## src/rtl/bullet_fire_arbiter_if.sv

```systemverilog
// bullet_fire_arbiter_if: tank-controller / bullet-engine bus around the fire arbiter
//   game_en        game running; low blocks new grants
//   fire_req[1:0]  one-cycle fire pulses from tank 0 / tank 1
//   x/y/orient     per-tank position (10b x, 9b y) and orientation (00 up, 01 down, 10 left, 11 right)
//   bullet_done    engine pulse: bullet hit something or left the screen
//   fire_ack[1:0]  one-cycle grant pulse per tank
//   bullet_start   one-cycle launch pulse to the engine
//   bullet_owner   granted tank; bullet_x/y/orient are its latched launch values
//   busy           arbiter not idle
//   timeout_err    one-cycle pulse on a forced flight release
// slave = arbiter side, master = tanks/engine side
interface bullet_fire_arbiter_if;
    logic       game_en;
    logic [1:0] fire_req;
    logic [9:0] x_tank0;
    logic [8:0] y_tank0;
    logic [9:0] x_tank1;
    logic [8:0] y_tank1;
    logic [1:0] orient0;
    logic [1:0] orient1;
    logic       bullet_done;
    logic [1:0] fire_ack;
    logic       bullet_start;
    logic       bullet_owner;
    logic [9:0] bullet_x;
    logic [8:0] bullet_y;
    logic [1:0] bullet_orient;
    logic       busy;
    logic       timeout_err;
    modport slave (
        input  game_en, fire_req, x_tank0, y_tank0, x_tank1, y_tank1, orient0, orient1, bullet_done,
        output fire_ack, bullet_start, bullet_owner, bullet_x, bullet_y, bullet_orient, busy, timeout_err
    );
    modport master (
        output game_en, fire_req, x_tank0, y_tank0, x_tank1, y_tank1, orient0, orient1, bullet_done,
        input  fire_ack, bullet_start, bullet_owner, bullet_x, bullet_y, bullet_orient, busy, timeout_err
    );
endinterface

```

## src/rtl/bullet_fire_arbiter.sv

```systemverilog
// bullet_fire_arbiter: shares one bullet engine between two tanks with pending capture, grant, flight timeout and cooldown
//   clk    system clock
//   reset  asynchronous active-high reset
//   bus    bullet_fire_arbiter_if.slave (fire requests and tank positions in; grant, launch data and status out)
//   Build option FIXED_PRIO_EN: tank 0 always wins contention; default build is round-robin.
module bullet_fire_arbiter #(
    parameter int COOLDOWN_CNT = 12000000,
    parameter int FLIGHT_TMO   = 50000000,
    parameter int CNT_W        = 28
) (
    input logic clk,
    input logic reset,
    bullet_fire_arbiter_if.slave bus
);
    typedef enum logic [1:0] {IDLE, LAUNCH, FLIGHT, COOLDOWN} state_t;
    localparam logic [CNT_W-1:0] CD  = CNT_W'(COOLDOWN_CNT);
    localparam logic [CNT_W-1:0] TMO = CNT_W'(FLIGHT_TMO);
    localparam logic [CNT_W-1:0] ONE = CNT_W'(1);
    state_t           state;
    logic [1:0]       pending;
    logic [CNT_W-1:0] cnt;
    logic [1:0]       eff;
    logic [1:0]       grant;
    logic             win;
    logic             expired;
`ifndef FIXED_PRIO_EN
    logic             last_owner;
`endif
    always_comb begin
        eff = pending | bus.fire_req;
`ifdef FIXED_PRIO_EN
        win = ~eff[0];
`else
        win = (eff == 2'b11) ? ~last_owner : eff[1];
`endif
        grant = (state == IDLE && bus.game_en && eff != 2'b00) ? (win ? 2'b10 : 2'b01) : 2'b00;
        // counter reaching 0 this cycle (saturated 0 also counts)
        expired = cnt <= ONE;
    end
    assign bus.busy = state != IDLE;
    always_ff @(posedge clk or posedge reset) begin
        if (reset) begin
            state             <= IDLE;
            pending           <= 2'b00;
            cnt               <= '0;
            bus.fire_ack      <= 2'b00;
            bus.bullet_start  <= 1'b0;
            bus.bullet_owner  <= 1'b0;
            bus.bullet_x      <= '0;
            bus.bullet_y      <= '0;
            bus.bullet_orient <= '0;
            bus.timeout_err   <= 1'b0;
`ifndef FIXED_PRIO_EN
            last_owner        <= 1'b1;
`endif
        end else begin
            bus.fire_ack     <= grant;
            bus.bullet_start <= state == LAUNCH;
            bus.timeout_err  <= 1'b0;
            // a grant consumes the pending bit, but a fresh pulse on top of an already-pending bit survives
            pending <= bus.game_en ? ((pending & ~grant) | (bus.fire_req & ~(grant & ~pending))) : 2'b00;
            case (state)
                IDLE: if (grant != 2'b00) begin
                    state             <= LAUNCH;
                    bus.bullet_owner  <= win;
                    bus.bullet_x      <= win ? bus.x_tank1 : bus.x_tank0;
                    bus.bullet_y      <= win ? bus.y_tank1 : bus.y_tank0;
                    bus.bullet_orient <= win ? bus.orient1 : bus.orient0;
`ifndef FIXED_PRIO_EN
                    last_owner        <= win;
`endif
                end
                LAUNCH: begin
                    state <= FLIGHT;
                    cnt   <= TMO;
                end
                FLIGHT: if (bus.bullet_done || expired) begin
                    bus.timeout_err <= ~bus.bullet_done;
                    state           <= (CD == '0) ? IDLE : COOLDOWN;
                    cnt             <= CD;
                end else begin
                    cnt <= cnt - ONE;
                end
                COOLDOWN: if (cnt == '0) state <= IDLE;
                          else cnt <= cnt - ONE;
                default: state <= IDLE;
            endcase
        end
    end
endmodule

```

## src/flat_wrapper.sv

```systemverilog
// flat-port wrapper written by rule: the top's interface ports become plain ports
module bullet_fire_arbiter_flat 
#(
    parameter int COOLDOWN_CNT = 12000000,
    parameter int FLIGHT_TMO   = 50000000,
    parameter int CNT_W        = 28
)
  (clk, reset, bus_game_en, bus_fire_req, bus_x_tank0, bus_y_tank0, bus_x_tank1, bus_y_tank1, bus_orient0, bus_orient1, bus_bullet_done, bus_fire_ack, bus_bullet_start, bus_bullet_owner, bus_bullet_x, bus_bullet_y, bus_bullet_orient, bus_busy, bus_timeout_err);
  bullet_fire_arbiter_if bus_i ();
  input logic clk;
  input logic reset;
  input wire logic [$bits(bus_i.game_en)-1:0] bus_game_en;
  input wire logic [$bits(bus_i.fire_req)-1:0] bus_fire_req;
  input wire logic [$bits(bus_i.x_tank0)-1:0] bus_x_tank0;
  input wire logic [$bits(bus_i.y_tank0)-1:0] bus_y_tank0;
  input wire logic [$bits(bus_i.x_tank1)-1:0] bus_x_tank1;
  input wire logic [$bits(bus_i.y_tank1)-1:0] bus_y_tank1;
  input wire logic [$bits(bus_i.orient0)-1:0] bus_orient0;
  input wire logic [$bits(bus_i.orient1)-1:0] bus_orient1;
  input wire logic [$bits(bus_i.bullet_done)-1:0] bus_bullet_done;
  output wire logic [$bits(bus_i.fire_ack)-1:0] bus_fire_ack;
  output wire logic [$bits(bus_i.bullet_start)-1:0] bus_bullet_start;
  output wire logic [$bits(bus_i.bullet_owner)-1:0] bus_bullet_owner;
  output wire logic [$bits(bus_i.bullet_x)-1:0] bus_bullet_x;
  output wire logic [$bits(bus_i.bullet_y)-1:0] bus_bullet_y;
  output wire logic [$bits(bus_i.bullet_orient)-1:0] bus_bullet_orient;
  output wire logic [$bits(bus_i.busy)-1:0] bus_busy;
  output wire logic [$bits(bus_i.timeout_err)-1:0] bus_timeout_err;
  assign bus_i.game_en = bus_game_en;
  assign bus_i.fire_req = bus_fire_req;
  assign bus_i.x_tank0 = bus_x_tank0;
  assign bus_i.y_tank0 = bus_y_tank0;
  assign bus_i.x_tank1 = bus_x_tank1;
  assign bus_i.y_tank1 = bus_y_tank1;
  assign bus_i.orient0 = bus_orient0;
  assign bus_i.orient1 = bus_orient1;
  assign bus_i.bullet_done = bus_bullet_done;
  assign bus_fire_ack = bus_i.fire_ack;
  assign bus_bullet_start = bus_i.bullet_start;
  assign bus_bullet_owner = bus_i.bullet_owner;
  assign bus_bullet_x = bus_i.bullet_x;
  assign bus_bullet_y = bus_i.bullet_y;
  assign bus_bullet_orient = bus_i.bullet_orient;
  assign bus_busy = bus_i.busy;
  assign bus_timeout_err = bus_i.timeout_err;
  bullet_fire_arbiter #(.COOLDOWN_CNT(COOLDOWN_CNT), .FLIGHT_TMO(FLIGHT_TMO), .CNT_W(CNT_W)) u_core (.clk(clk), .reset(reset), .bus(bus_i));
endmodule
```

## config.mk

```make
export PLATFORM = sky130hd
export DESIGN_NAME = bullet_fire_arbiter_flat
export DESIGN_NICKNAME = d
export VERILOG_FILES = /design/src/rtl/bullet_fire_arbiter_if.sv /design/src/rtl/bullet_fire_arbiter.sv /design/src/flat_wrapper.sv
export SDC_FILE = /design/constraint.sdc
export NUM_CORES = 1
export LEC_CHECK = 0
export CAP_MARGIN = 20
export CORE_MARGIN = 4
export CORE_UTILIZATION = 25
export DETAILED_ROUTE_END_ITERATION = 8
export DONT_BUFFER_PORTS = 1
export PLACE_DENSITY = 0.41
export SYNTH_ARGS = -nofsm -noshare
export SYNTH_HDL_FRONTEND = slang
export SYNTH_SLANG_ARGS = --single-unit
```

## constraint.sdc

```tcl
create_clock -name clk -period 2.5 [get_ports clk]
set_input_delay 0.625 -clock clk [delete_from_list [all_inputs] [get_ports clk]]
set_output_delay 0.625 -clock clk [all_outputs]
set_load 0.1 [all_outputs]
```

# Word-level counts from Yosys, hierarchy flattened
# Index checks and enable logic that the tools add are counted.
dict set report word_totals {
  ff_bits 59
  in_bits 48
}
dict set report classes {
  n_addsub 1
  n_lt_le_gt_ge 1
  eq_ne 8
  n_mux 16
  bitwise_logic 10
  n_reduce_logical 12
}
# op count
set op_table {}
lappend op_table {{$pmux W28 S3} 1}
lappend op_table {{$mux W28} 2}
lappend op_table {{$le A28 B1 Y1 const B} 1}
lappend op_table {{$logic_not A28 Y1} 1}
lappend op_table {{$sub A28 B1 Y28 const B} 1}
lappend op_table {{$mux W2} 7}
lappend op_table {{$mux W10} 1}
lappend op_table {{$mux W9} 1}
lappend op_table {{$pmux W2 S4} 1}
lappend op_table {{$and A2 B2 Y2} 3}
lappend op_table {{$eq A2 B2 Y1 const B} 3}
lappend op_table {{$not A2 Y2} 3}
lappend op_table {{$reduce_bool A2 Y1} 3}
lappend op_table {{$ne A2 B1 Y1 const B} 2}
lappend op_table {{$ne A2 B2 Y1 const B} 2}
lappend op_table {{$or A2 B2 Y2} 2}
lappend op_table {{$reduce_and A2 Y1} 2}
lappend op_table {{$mux W1} 3}
lappend op_table {{$reduce_and A3 Y1} 1}
lappend op_table {{$reduce_bool A3 Y1} 1}
lappend op_table {{$eq A2 B1 Y1 const B} 1}
lappend op_table {{$logic_and A1 B1 Y1} 2}
lappend op_table {{$logic_not A2 Y1} 1}
lappend op_table {{$not A1 Y1} 2}
lappend op_table {{$logic_or A1 B1 Y1} 1}

# Depth between registers and ports, before layout
# Gate-level depths: netlist of the first run.
dict set report depth {
  word_depth 10
  mapped_depth 9
  depth_no_buf 7
}

# Least setup slack after synthesis of the first run
# No wires, ideal clock.
dict set report synth_timing {
  path_kind {register -> register}
  from {register u_core.state[0]}
  to {register u_core.cnt[14]}
  setup_ns 0.126
  t_arrival_ns 2.495
  t_required_ns 2.374
  path_slack_ns -0.121
  stages_incl_launch_ff 9
  synth_period_minus_slack_ns 2.621
  path_cell_list {dfrtp_1 inv_1 ha_1 clkbuf_1 inv_1 o31a_2 clkbuf_1 o21ai_0 a221o_1}
}
dict set report synth_via {
  elab_chain_len 3
  word_cells_on_any_way 7
  classes_between {4 x eq/ne; 1 x mux; 2 x reduce/logical}
}
# element line
set synth_rtl {}
lappend synth_rtl {{from (decl)} bullet_fire_arbiter.sv:19} ;# state_t state;
lappend synth_rtl {{from (signal assigned)} bullet_fire_arbiter.sv:79} ;# state <= (CD == '0) ? IDLE : COOLDOWN;
lappend synth_rtl {{$eq A2 B2 Y1 or $eq A2 B1 Y1 (tied branches)} bullet_fire_arbiter.sv:62} ;# case (state)
lappend synth_rtl {{$ne A2 B2 Y1 (no source line) or $reduce_bool A3 Y1 (tied branches)} -}
lappend synth_rtl {{$reduce_and A2 Y1 (no source line)} -}
lappend synth_rtl {{to (signal assigned)} bullet_fire_arbiter.sv:82} ;# cnt <= cnt - ONE;
lappend synth_rtl {{to (signal assigned)} bullet_fire_arbiter.sv:85} ;# else cnt <= cnt - ONE;
lappend synth_rtl {{to (decl)} bullet_fire_arbiter.sv:21} ;# logic [CNT_W-1:0] cnt;
# Parallel ways exist; a longest one is shown, timed or not.
# A chain may end at the register's enable or synchronous reset.

# Worst setup path after layout of the first run
dict set report layout_timing {
  from {register u_core.state[0]}
  to {output bus_busy}
}
dict set report layout_via {
  elab_chain_len 1
}
# element line
set layout_rtl {}
lappend layout_rtl {{$reduce_bool A2 Y1} bullet_fire_arbiter.sv:40} ;# assign bus.busy = state != IDLE;
lappend layout_rtl {{to (decl)} flat_wrapper.sv:27} ;# output wire logic [$bits(bus_i.busy)-1:0] bus_busy;
# Every way passes these cells.

==> impl_metrics.ini, run 1 <==
[run_status]
outcome = finished, final reports clean

[sta]
fin_skew_ns = 0.005282
finalSetupTns_ns = 0
final-setup-viol-count = 0
finalHoldViolCount = 0
rsz0062_at_grt = no
tightest_slew_ns = 0.6049
max_freq_mhz = 426.3
layout_min_cycle_time_ns = 2.346
fin_crit_sh_pct = 93.84
relSlewSlack_pct = 59.37
slew_viol_final = 0
worst_slack_ns = 0.1541

[synth]
synth_cell_types = 53
synth-seq-cells = 59
avgSynthCellArea_um2 = 9.253
synth_edf_count = 0
synth_ff_type = dfrtp_1
synth_area_mm2 = 0.003137
syn_inst = 339
synthArstFlopShare_pct = 100.0
syn-num-nets = 393
yosysWarnings = 0
ys_seq_area_share_pct = 47.11

[die]
rows = 40
initial_utilization_pct = 25.79
dieArea_mm2 = 0.01440
die_y_um = 120.0
core_area_mm2 = 0.01216
ios = 75
die_w_um = 120.0

[worst_setup_path]
r2r-start = u_core.cnt[19]$_DFFE_PP0P_
cp-end-kind = output port
cp_data_arrival_time_ns = 1.72
critPathKind = flop to output port
r2r_slack_ns = 0.20
critPathLaunchType = flop
crit_path_top_delay_cell = dfrtp_1
crit_buf_inv = 3
required_ns = 1.88
crit_path_max_fanout = 6
cp-startpoint = u_core.state[0]$_DFFE_PP0P_
r2r_end = u_core.state[1]$_DFFE_PP0P_
crit_end = bus_busy
cp.depth = 4
rr_worst_depth = 5
slowest_delay_ns = 0.41
cp_top_family = buffers and inverters
crit_chain = inv_1 -> ha_1 -> clkinvlp_4 -> buf_4

[power_and_ir_drop]
netSwitchingPower_mw = 3.377
ir_drop_mv = 0.7216
p_sw_share_pct = 50.02
power_density_mw_per_mm2 = 1671
internal-power_mw = 3.374
combPwrFrac_pct = 56.0
seq_power_share_pct = 23.0
p_leak_nw = 1.728
p_clk_share_pct = 21.1

[detailed_routing]
ant_nets = 0
wl_per_cell_um = 15.37
met1_length_um = 3894
routed_wl_um = 8623
wl_met3_um = 627
detail_route.vias_per_cell = 4.884
wl_met2_um = 3934
route.detailed.drc = 0
drt_iter0_drc = 150
highest-signal-layer = met4
vias = 2740
first_pass_iters = 4

[clock_tree]
cts.clk_slew.worst_paths_ns = 0.05
clock_latency_ns = 0.33
cts_sinks = 59
cts_buffer_depth = 2
hold_buffers = 0
cts_resized = 0
cts_setup_buffers = 0
ctsHtreeMaxLevel = 3
root_buffer = clkbuf_16
cts_tree = built
numCtsBuffers = 9

[placement]
gp_congestion = 0.7700
dp_hpwl_um = 6370
pre_cts_slack_ns = 0.1944
io_buffers = 0

[grt]
grt_antenna_before_repair = 0
grt_max_degree = 36
grt-ovfl-total = 0
grt_pass1_wl_um = 14480
grt_usage_pct = 12.75
grt_pass1_vias = 2821

[cells_and_area]
layout_common_cells = 63 x nand2_1, 58 x dfrtp_1, 51 x buf_4
final_common_cell = nand2_1
area_delta_synth_final_pct = 28.84
drive_above_1_share_pct = 22.14
finalNetCount = 442
fillers = 1234
antenna_cells = 0

[run]
maxCapViolations = 0

[worst_hold_path]
hold_path_class = input pin to async pin
[sequential cells by signal, indices dropped and copies added, names as in the netlist]
register	flops
u_core.pending	2
u_core.bus.bullet_owner	1
u_core.last_owner	1
u_core.bus.fire_ack	2
u_core.bus.bullet_orient	2
u_core.state	2
u_core.bus.timeout_err	1
u_core.bus.bullet_x	10
u_core.bus.bullet_start	1
u_core.bus.bullet_y	9
u_core.cnt	28
[synthesized netlist by cell type, types with 2 or more instances]
cell      count  share of area, %
a211oi_1      3              0.72
o22ai_1       6               1.2
dfrtp_1      58                46
o311ai_0      2              0.56
a221o_1       2              0.64
buf_2         2              0.32
nand3_1      12               1.9
xor2_1        2              0.56
nand2b_1      3              0.60
nor4_4        3               2.0
inv_1        14               1.7
o21ai_0      20               3.2
ha_1          6               2.4
nor3_1        8               1.3
xnor2_1       3              0.84
a41oi_1       2              0.56
nor2_1       25               3.0
or2_2         2              0.40
maj3_1        2              0.64
and2_1        2              0.40
o31ai_1       4              0.96
o21ai_1       2              0.32
a22oi_1      21               5.0
or3_1         2              0.40
nand4_1       2              0.40
a21oi_1      12               1.9
a31oi_1       5               1.0
nand2_1      63               7.5
nor2_4        2              0.72
nor4_1       11               2.2
clkbuf_1     12               1.4
or4_1         5               1.2
[cell families (layout without fill, tap and decap cells)]
kind of cell               Yosys count  after routing  synth area share (%)
AOI/OAI and AO/OA                   92             92                 20.50
buffers and inverters               28             82                 3.430
adders and majority gates            8              8                 3.031
DFF                                 59             59                 47.11
xor gates and xnor gates             5              5                 1.396
muxes                                1              1                0.3590
and+or+nand+nor                    146            146                 24.17
[stage by stage]
| stage | hold slack, ns | cells | total power, mW | area, um2 | utilization [%] |
|---|---|---|---|---|---|
| finish | 0.2117 | 561 | 6.751 | 4041 | 33.23 |
| detailed placement | 0.4627 | 545 | 5.368 | 3699 | 30.41 |
| CTS | 0.2303 | 561 | 6.824 | 4041 | 33.23 |
| global route | 0.2571 | 561 | 7.180 | 4041 | 33.23 |
| floorplan | 0.4368 | 339 | 4.325 | 3141 | - |
| global placement | 0.4519 | 545 | 5.350 | 3699 | 30.41 |
[routing by layer]
metal  vias up  GRT usage (%)
met5         -              0
met3        11          3.959
met2        93          19.53
met4         0          5.870
li1       1334              -
met1      1302          16.40
[worst min path at each step]
| stage | cells past startpoint | slack (ns) | from | to |
|---|---|---|---|---|
| global route | 1 | 0.26 | reset | u_core.bus.fire_ack[0]$_DFF_PP0_ |
| finish | 1 | 0.21 | reset | u_core.bus.fire_ack[0]$_DFF_PP0_ |
| floorplan | 2 | 0.44 | u_core.last_owner$_DFFE_PP1P_ | u_core.last_owner$_DFFE_PP1P_ |
| detailed placement | 2 | 0.46 | u_core.last_owner$_DFFE_PP1P_ | u_core.last_owner$_DFFE_PP1P_ |
| CTS | 1 | 0.23 | reset | u_core.bus.fire_ack[0]$_DFF_PP0_ |
| global placement | 2 | 0.45 | u_core.last_owner$_DFFE_PP1P_ | u_core.last_owner$_DFFE_PP1P_ |
[area by class of cell]
type | count | area (um2) | share of cell area, %
tap | 168 | 210.2 | 5.201
sequential | 59 | 1478 | 36.56
clock buffer | 11 | 242.7 | 6.006
clock inverter | 5 | 100.1 | 2.477
inverter | 14 | 56.30 | 1.393
multi-input combinational | 252 | 1551 | 38.39
timing repair buffer | 52 | 402.9 | 9.969
[power groups by stage]
stage | combinational (mW) | clock [mW] | sequential, mW
final | 3.78 | 1.42 | 1.55
after CTS | 3.81 | 1.46 | 1.55
after floorplan | 1.47 | 0 | 2.86
after detailed placement | 3.81 | 0 | 1.56
after global routing | 4.07 | 1.51 | 1.60
after global placement | 3.80 | 0 | 1.55
Power figures use the tool's default switching activity.
==> run 2: changes to the inputs <==
==> constraint.sdc (replaced) <==
create_clock -name clk -period 2.3 [get_ports clk]
set_input_delay 0.575 -clock clk [delete_from_list [all_inputs] [get_ports clk]]
set_output_delay 0.575 -clock clk [all_outputs]
set_load 0.1 [all_outputs]
==> run 2 against run 1 <==
  * Clock-buffer cell count unchanged
  * Die area unchanged
  * Clock skew about the same
  * Design area up 1.9%
  * Final cell count up 2.1%
  * Sequential power up 8%
  * Sequential cell count unchanged
  * Total power up 7.2%
  * Sequential share of layout area down 0.68 points
  * Critical path depth up 2
  * Register-to-register slack worse by 0.09 ns
  * Global-route usage about the same
  * Critical path type is now flop to flop
  * Largest cell class unchanged
  * Largest power group unchanged
==> impl_metrics.ini, run 2 (synthesis gave the netlist of run 1 again) <==
[clock_tree]
cts_buffer_depth = 2
cts_sinks = 59
clock_latency_ns = 0.33
root_buffer = clkbuf_16
numCtsBuffers = 9
cts.clk_slew.worst_paths_ns = 0.05
ctsHtreeMaxLevel = 3
cts_tree = built

[worst_setup_path]
rr_worst_depth = 6
r2r_end = u_core.cnt[15]$_DFFE_PP0P_
r2r-start = u_core.cnt[16]$_DFFE_PP0P_
cp-end-kind = flop
critPathLaunchType = flop
cp_data_arrival_time_ns = 2.40
critPathKind = flop to flop
required_ns = 2.51
r2r_slack_ns = 0.11
crit_path_max_fanout = 7

[detailed_routing]
drt_iter0_drc = 154
wl_met3_um = 666
wl_met2_um = 4004
vias = 2837
wl_per_cell_um = 15.04
ant_nets = 0
first_pass_iters = 4
route.detailed.drc = 0
detail_route.vias_per_cell = 4.951
routed_wl_um = 8618
highest-signal-layer = met4
met1_length_um = 3781

[grt]
grt_pass1_wl_um = 14540
grt_max_degree = 36
grt-ovfl-total = 0
grt_pass1_vias = 2887
grt_usage_pct = 12.79
grt_antenna_before_repair = 0

[placement]
post-place-cells = 554
io_buffers = 0
pre_cts_slack_ns = 0.01375
gp_congestion = 0.7661
dp_hpwl_um = 6428

[cells_and_area]
antenna_cells = 0
largestRegisters = u_core.cnt (28), u_core.bus.bullet_x (10), u_core.bus.bullet_y (9)
final_common_cell = nand2_1
instances_no_fill = 573
area_delta_synth_final_pct = 31.27
fillers = 1225
finalNetCount = 454
largest_reg_flops = 28
layout_common_cells = 63 x nand2_1, 62 x buf_4, 58 x dfrtp_1
drive_above_1_share_pct = 25.19
top_register = u_core.cnt

[die]
die_w_um = 120.0
ios = 75
rows = 40
die_y_um = 120.0
initial_utilization_pct = 25.79
core_area_mm2 = 0.01216
dieArea_mm2 = 0.01440

[power_and_ir_drop]
ir_drop_mv = 0.7828
power_density_mw_per_mm2 = 1758
finalPower_mw = 7.240
p_leak_nw = 1.787

[sta]
rsz0062_at_grt = yes
final-setup-viol-count = 0
tightest_slew_ns = 0.5617
max_freq_mhz = 455.8
finalHoldViolCount = 0
worst_slack_ns = 0.1063
slew_viol_final = 0
fin_skew_ns = 0.005672
relSlewSlack_pct = 62.41
layout_min_cycle_time_ns = 2.194
fin_crit_sh_pct = 95.38

[run_status]
outcome = finished, final reports clean

[run]
maxCapViolations = 0

[worst_hold_path]
min_to = u_core.bus.bullet_orient[0]$_DFFE_PP0P_
hold_path_startpoint = bus_orient1[0]
hold_path_class = input pin to flop
min_path_cells = 2
## run 2: cell count changes in the layout (fill, tap and decap cells not counted), sizes merged
cell | before | now
bufinv | 3 | 1
dlygate4sd3 | 0 | 1
clkinv | 2 | 4
buf | 52 | 63
## run 2: timing repair
action	in CTS	in global routing
hold buffers	1	0
resized for setup	0	7
hold endpoints to repair	4	0
endpoints found under the setup margin	0	22
buffers inserted	0	2
## run 2: power breakdown
group / leakage [nW] / internal (mW) / switching, mW / total, mW
Combinational: 0.912 / 1.24 / 3.00 / 4.24
Clock: 0.149 / 0.862 / 0.459 / 1.32
Sequential: 0.725 / 1.43 / 0.258 / 1.68
## run 2: per-stage QoR
| stage | area [um2] | TNS (ns) | util [%] | hold WS [ns] |
|---|---|---|---|---|
| after floorplan | 3142 | 0 | - | 0.4368 |
| after global placement | 3754 | 0 | 30.86 | 0.3473 |
| after detailed placement | 3754 | 0 | 30.86 | 0.3451 |
| after CTS | 4060 | 0 | 33.38 | 0.3383 |
| after global routing | 4118 | -0.0005593 | 33.86 | 0.3439 |
| final | 4118 | 0 | 33.86 | 0.3517 |
## run 2: how the worst max path moves through the flow
stage	from	endpoint	slack [ns]	cells after the start
final	u_core.cnt[16]$_DFFE_PP0P_	u_core.cnt[15]$_DFFE_PP0P_	0.11	6
after global routing	u_core.cnt[16]$_DFFE_PP0P_	u_core.cnt[15]$_DFFE_PP0P_	-0.0006	6
after CTS	u_core.cnt[15]$_DFFE_PP0P_	u_core.state[1]$_DFFE_PP0P_	0.009	5
after detailed placement	u_core.cnt[15]$_DFFE_PP0P_	u_core.state[1]$_DFFE_PP0P_	0.01	5
after global placement	u_core.cnt[15]$_DFFE_PP0P_	u_core.state[1]$_DFFE_PP0P_	0.08	5
after floorplan	u_core.state[0]$_DFFE_PP0P_	u_core.cnt[12]$_DFFE_PP0P_	0.04	8
## run 2: final cells by class
| class | count | area (um2) | share of cell area (%) |
|---|---|---|---|
| Sequential cell | 59 | 1478 | 35.89 |
| Timing Repair Buffer | 64 | 486.7 | 11.82 |
| Multi-Input combinational cell | 252 | 1590 | 38.62 |
| Clock inverter | 5 | 53.80 | 1.307 |
| Tap cell | 168 | 210.2 | 5.105 |
| Inverter | 14 | 56.30 | 1.367 |
| Clock buffer | 11 | 242.7 | 5.895 |
## run 2: routing by layer
layer	vias up	track usage, %
met5	-	0
met2	97	19.81
li1	1368	-
met1	1361	16.47
met4	0	5.727
met3	11	3.770
## run 2: worst max-delay path: stages (launching register included)
cell	delay, ns
dfrtp_1	0.40
nor4_4	0.41
nand4_4	0.20
o311a_4	0.43
nor2_4	0.19
o21ai_1	0.09
a221o_1	0.35
==> run 3: changes to the inputs <==
--- a/config.mk
+++ b/config.mk
@@ -5,6 +5,7 @@
 export SDC_FILE = /design/constraint.sdc
 export NUM_CORES = 1
 export LEC_CHECK = 0
+export ABC_AREA = 1
 export CAP_MARGIN = 20
 export CORE_MARGIN = 4
 export CORE_UTILIZATION = 25
==> run 3 against run 2 <==
  * Area after synthesis up 8.0%
  * Non-clock buffer count down 28
  * Sequential power about the same
  * Highest routed layer unchanged
  * Clock power up 14%
  * Via count up 8.7%
==> impl_metrics.ini, run 3 <==
[worst_setup_path]
rr_worst_depth = 9
r2r_slack_ns = 0.21
critPathKind = flop to output port
critPathLaunchType = flop
cp-end-kind = output port
cp_data_arrival_time_ns = 1.52
crit_path_max_fanout = 4
cp-startpoint = u_core.state[0]$_DFFE_PP0P_
r2r-start = u_core.cnt[0]$_DFFE_PP0P_
required_ns = 1.73

[grt]
grt-ovfl-total = 0
grt_max_degree = 41
grt_pass1_wl_um = 15630
grt_antenna_before_repair = 0
grt_usage_pct = 12.40
grt_pass1_vias = 3015

[clock_tree]
ctsHtreeMaxLevel = 3
cts_resized = 0
numCtsBuffers = 9
root_buffer = clkbuf_16
cts.clk_slew.worst_paths_ns = 0.06
cts_buffer_depth = 2
cts_tree = built
clock_latency_ns = 0.34
cts_sinks = 59
cts_setup_buffers = 0
hold_buffers = 0

[detailed_routing]
routed_wl_um = 9097
wl_per_cell_um = 13.22
ant_nets = 0
drt_iter0_drc = 188
vias = 3084
detail_route.vias_per_cell = 4.483
first_pass_iters = 4
route.detailed.drc = 0

[cells_and_area]
area_delta_synth_final_pct = 22.83
finalNetCount = 561
drive_above_1_share_pct = 13.67
largest_reg_flops = 28
fin_util_pct = 31.42
antenna_cells = 0
final_common_cell = nand2_1
layout_common_cells = 167 x nand2_1, 65 x nor2_1, 58 x dfrtp_1
largestRegisters = u_core.cnt (28), u_core.bus.bullet_x (10), u_core.bus.bullet_y (9)
top_register = u_core.cnt
design_area_mm2 = 0.004160

[synth]
synth-seq-cells = 59
synth_area_mm2 = 0.003387
avgSynthCellArea_um2 = 7.191
synth_area_leader_cell = dfrtp_1
syn_inst = 471
yosysWarnings = 0
yosys.area.top_type_share_pct = 42.85
synthArstFlopShare_pct = 100.0
syn-num-nets = 525
synth_cell_types = 31
ys_seq_area_share_pct = 43.63
synth_edf_count = 0
synth.top_cells.by_area = dfrtp_1 43%, nand2_1 19%, nand3_1 7.7%, nor2_1 7.2%, inv_1 5.0%
netlist_top_cells_count = 167 x nand2_1, 65 x nor2_1, 58 x dfrtp_1, 52 x nand3_1, 45 x inv_1
synth_most_common_cell = nand2_1
synth_ff_type = dfrtp_1

[placement]
place_area_mm2 = 0.003836
dp_hpwl_um = 6873
pre_cts_slack_ns = 0.2162
gp_congestion = 0.7945
io_buffers = 0

[die]
core_area_mm2 = 0.01324
ios = 75
die_w_um = 124.4
dieArea_mm2 = 0.01547
rows = 42
die_y_um = 124.4
initial_utilization_pct = 25.58

[sta]
fin_skew_ns = 0.01181
tightest_slew_ns = 0.4989
rsz0062_at_grt = no
worst_slack_ns = 0.2027
final-setup-viol-count = 0
max_freq_mhz = 476.8
finalHoldViolCount = 0
layout_min_cycle_time_ns = 2.097
fin_crit_sh_pct = 91.19
relSlewSlack_pct = 66.69
finalSetupTns_ns = 0
slew_viol_final = 0

[run]
maxCapViolations = 0

[power_and_ir_drop]
finalPower_mw = 7.092
ir_drop_mv = 0.6753
p_leak_nw = 2.077
power_density_mw_per_mm2 = 1705

[run_status]
outcome = finished, final reports clean

[worst_hold_path]
hold_path_class = input pin to async pin
## run 3: cell count changes after synthesis, sizes merged, moves of 14 or more
cell,before,now
inv,14,45
o21ai,22,8
nor2,28,71
nor4,15,0
nand2,63,174
a22oi,21,0
nand3,12,52
## run 3: worst max-delay path: stages, from the launching register on
cell	delay (ns)
dfrtp_1	0.41
inv_1	0.09
ha_1	0.28
clkinv_1	0.20
buf_12	0.21
## run 3: area by class of cell
class / instances / area, um2
clock inverter: 7 / 98.84
fill: 1451 / 9082
sequential: 59 / 1478
inverter: 48 / 180.2
multi-input combinational: 353 / 1663
timing repair buffer: 36 / 295.3
clock buffer: 9 / 225.2
tap: 176 / 220.2
## run 3: path summary, 6_finish.rpt
kind / to
setup / recovery: bus_busy
hold / removal: u_core.cnt[5]$_DFFE_PP0P_
setup reg to reg: u_core.cnt[11]$_DFFE_PP0P_
hold reg to reg: u_core.bus.bullet_x[8]$_DFFE_PP0P_
max in group asynchronous: u_core.last_owner$_DFFE_PP1P_
min in group clk: u_core.bus.timeout_err$_DFF_PP0_
## run 3: metrics by stage
| stage | cells | hold slack [ns] |
|---|---|---|
| global route | 688 | 0.1610 |
| detailed placement | 672 | 0.4865 |
| floorplan | 471 | 0.4690 |
| global placement | 672 | 0.4827 |
| finish | 688 | 0.1411 |
| CTS | 688 | 0.1535 |
## run 3: power breakdown
part	leakage (nW)	internal [mW]	switching, mW
Clock	0.157	0.958	0.543
Sequential	0.717	1.42	0.244
Combinational	1.20	0.951	2.98
## run 3: logic make-up after synthesis
logic type,after synthesis,share of synthesized area [%]
AOI/OAI and AO/OA,21,3.953
xor gates and xnor gates,7,1.810
adders and majority gates,7,2.512
buffers and inverters,59,7.277
DFF,59,43.63
and+or+nand+nor,318,40.82
## run 3: metal layers
| metal | wire (um) | GRT usage [%] |
|---|---|---|
| met1 | 4283 | 16.75 |
| met2 | 4162 | 19.12 |
| met3 | 594 | 4.545 |
| met4 | 57 | 2.515 |
| met5 | 0 | 0 |
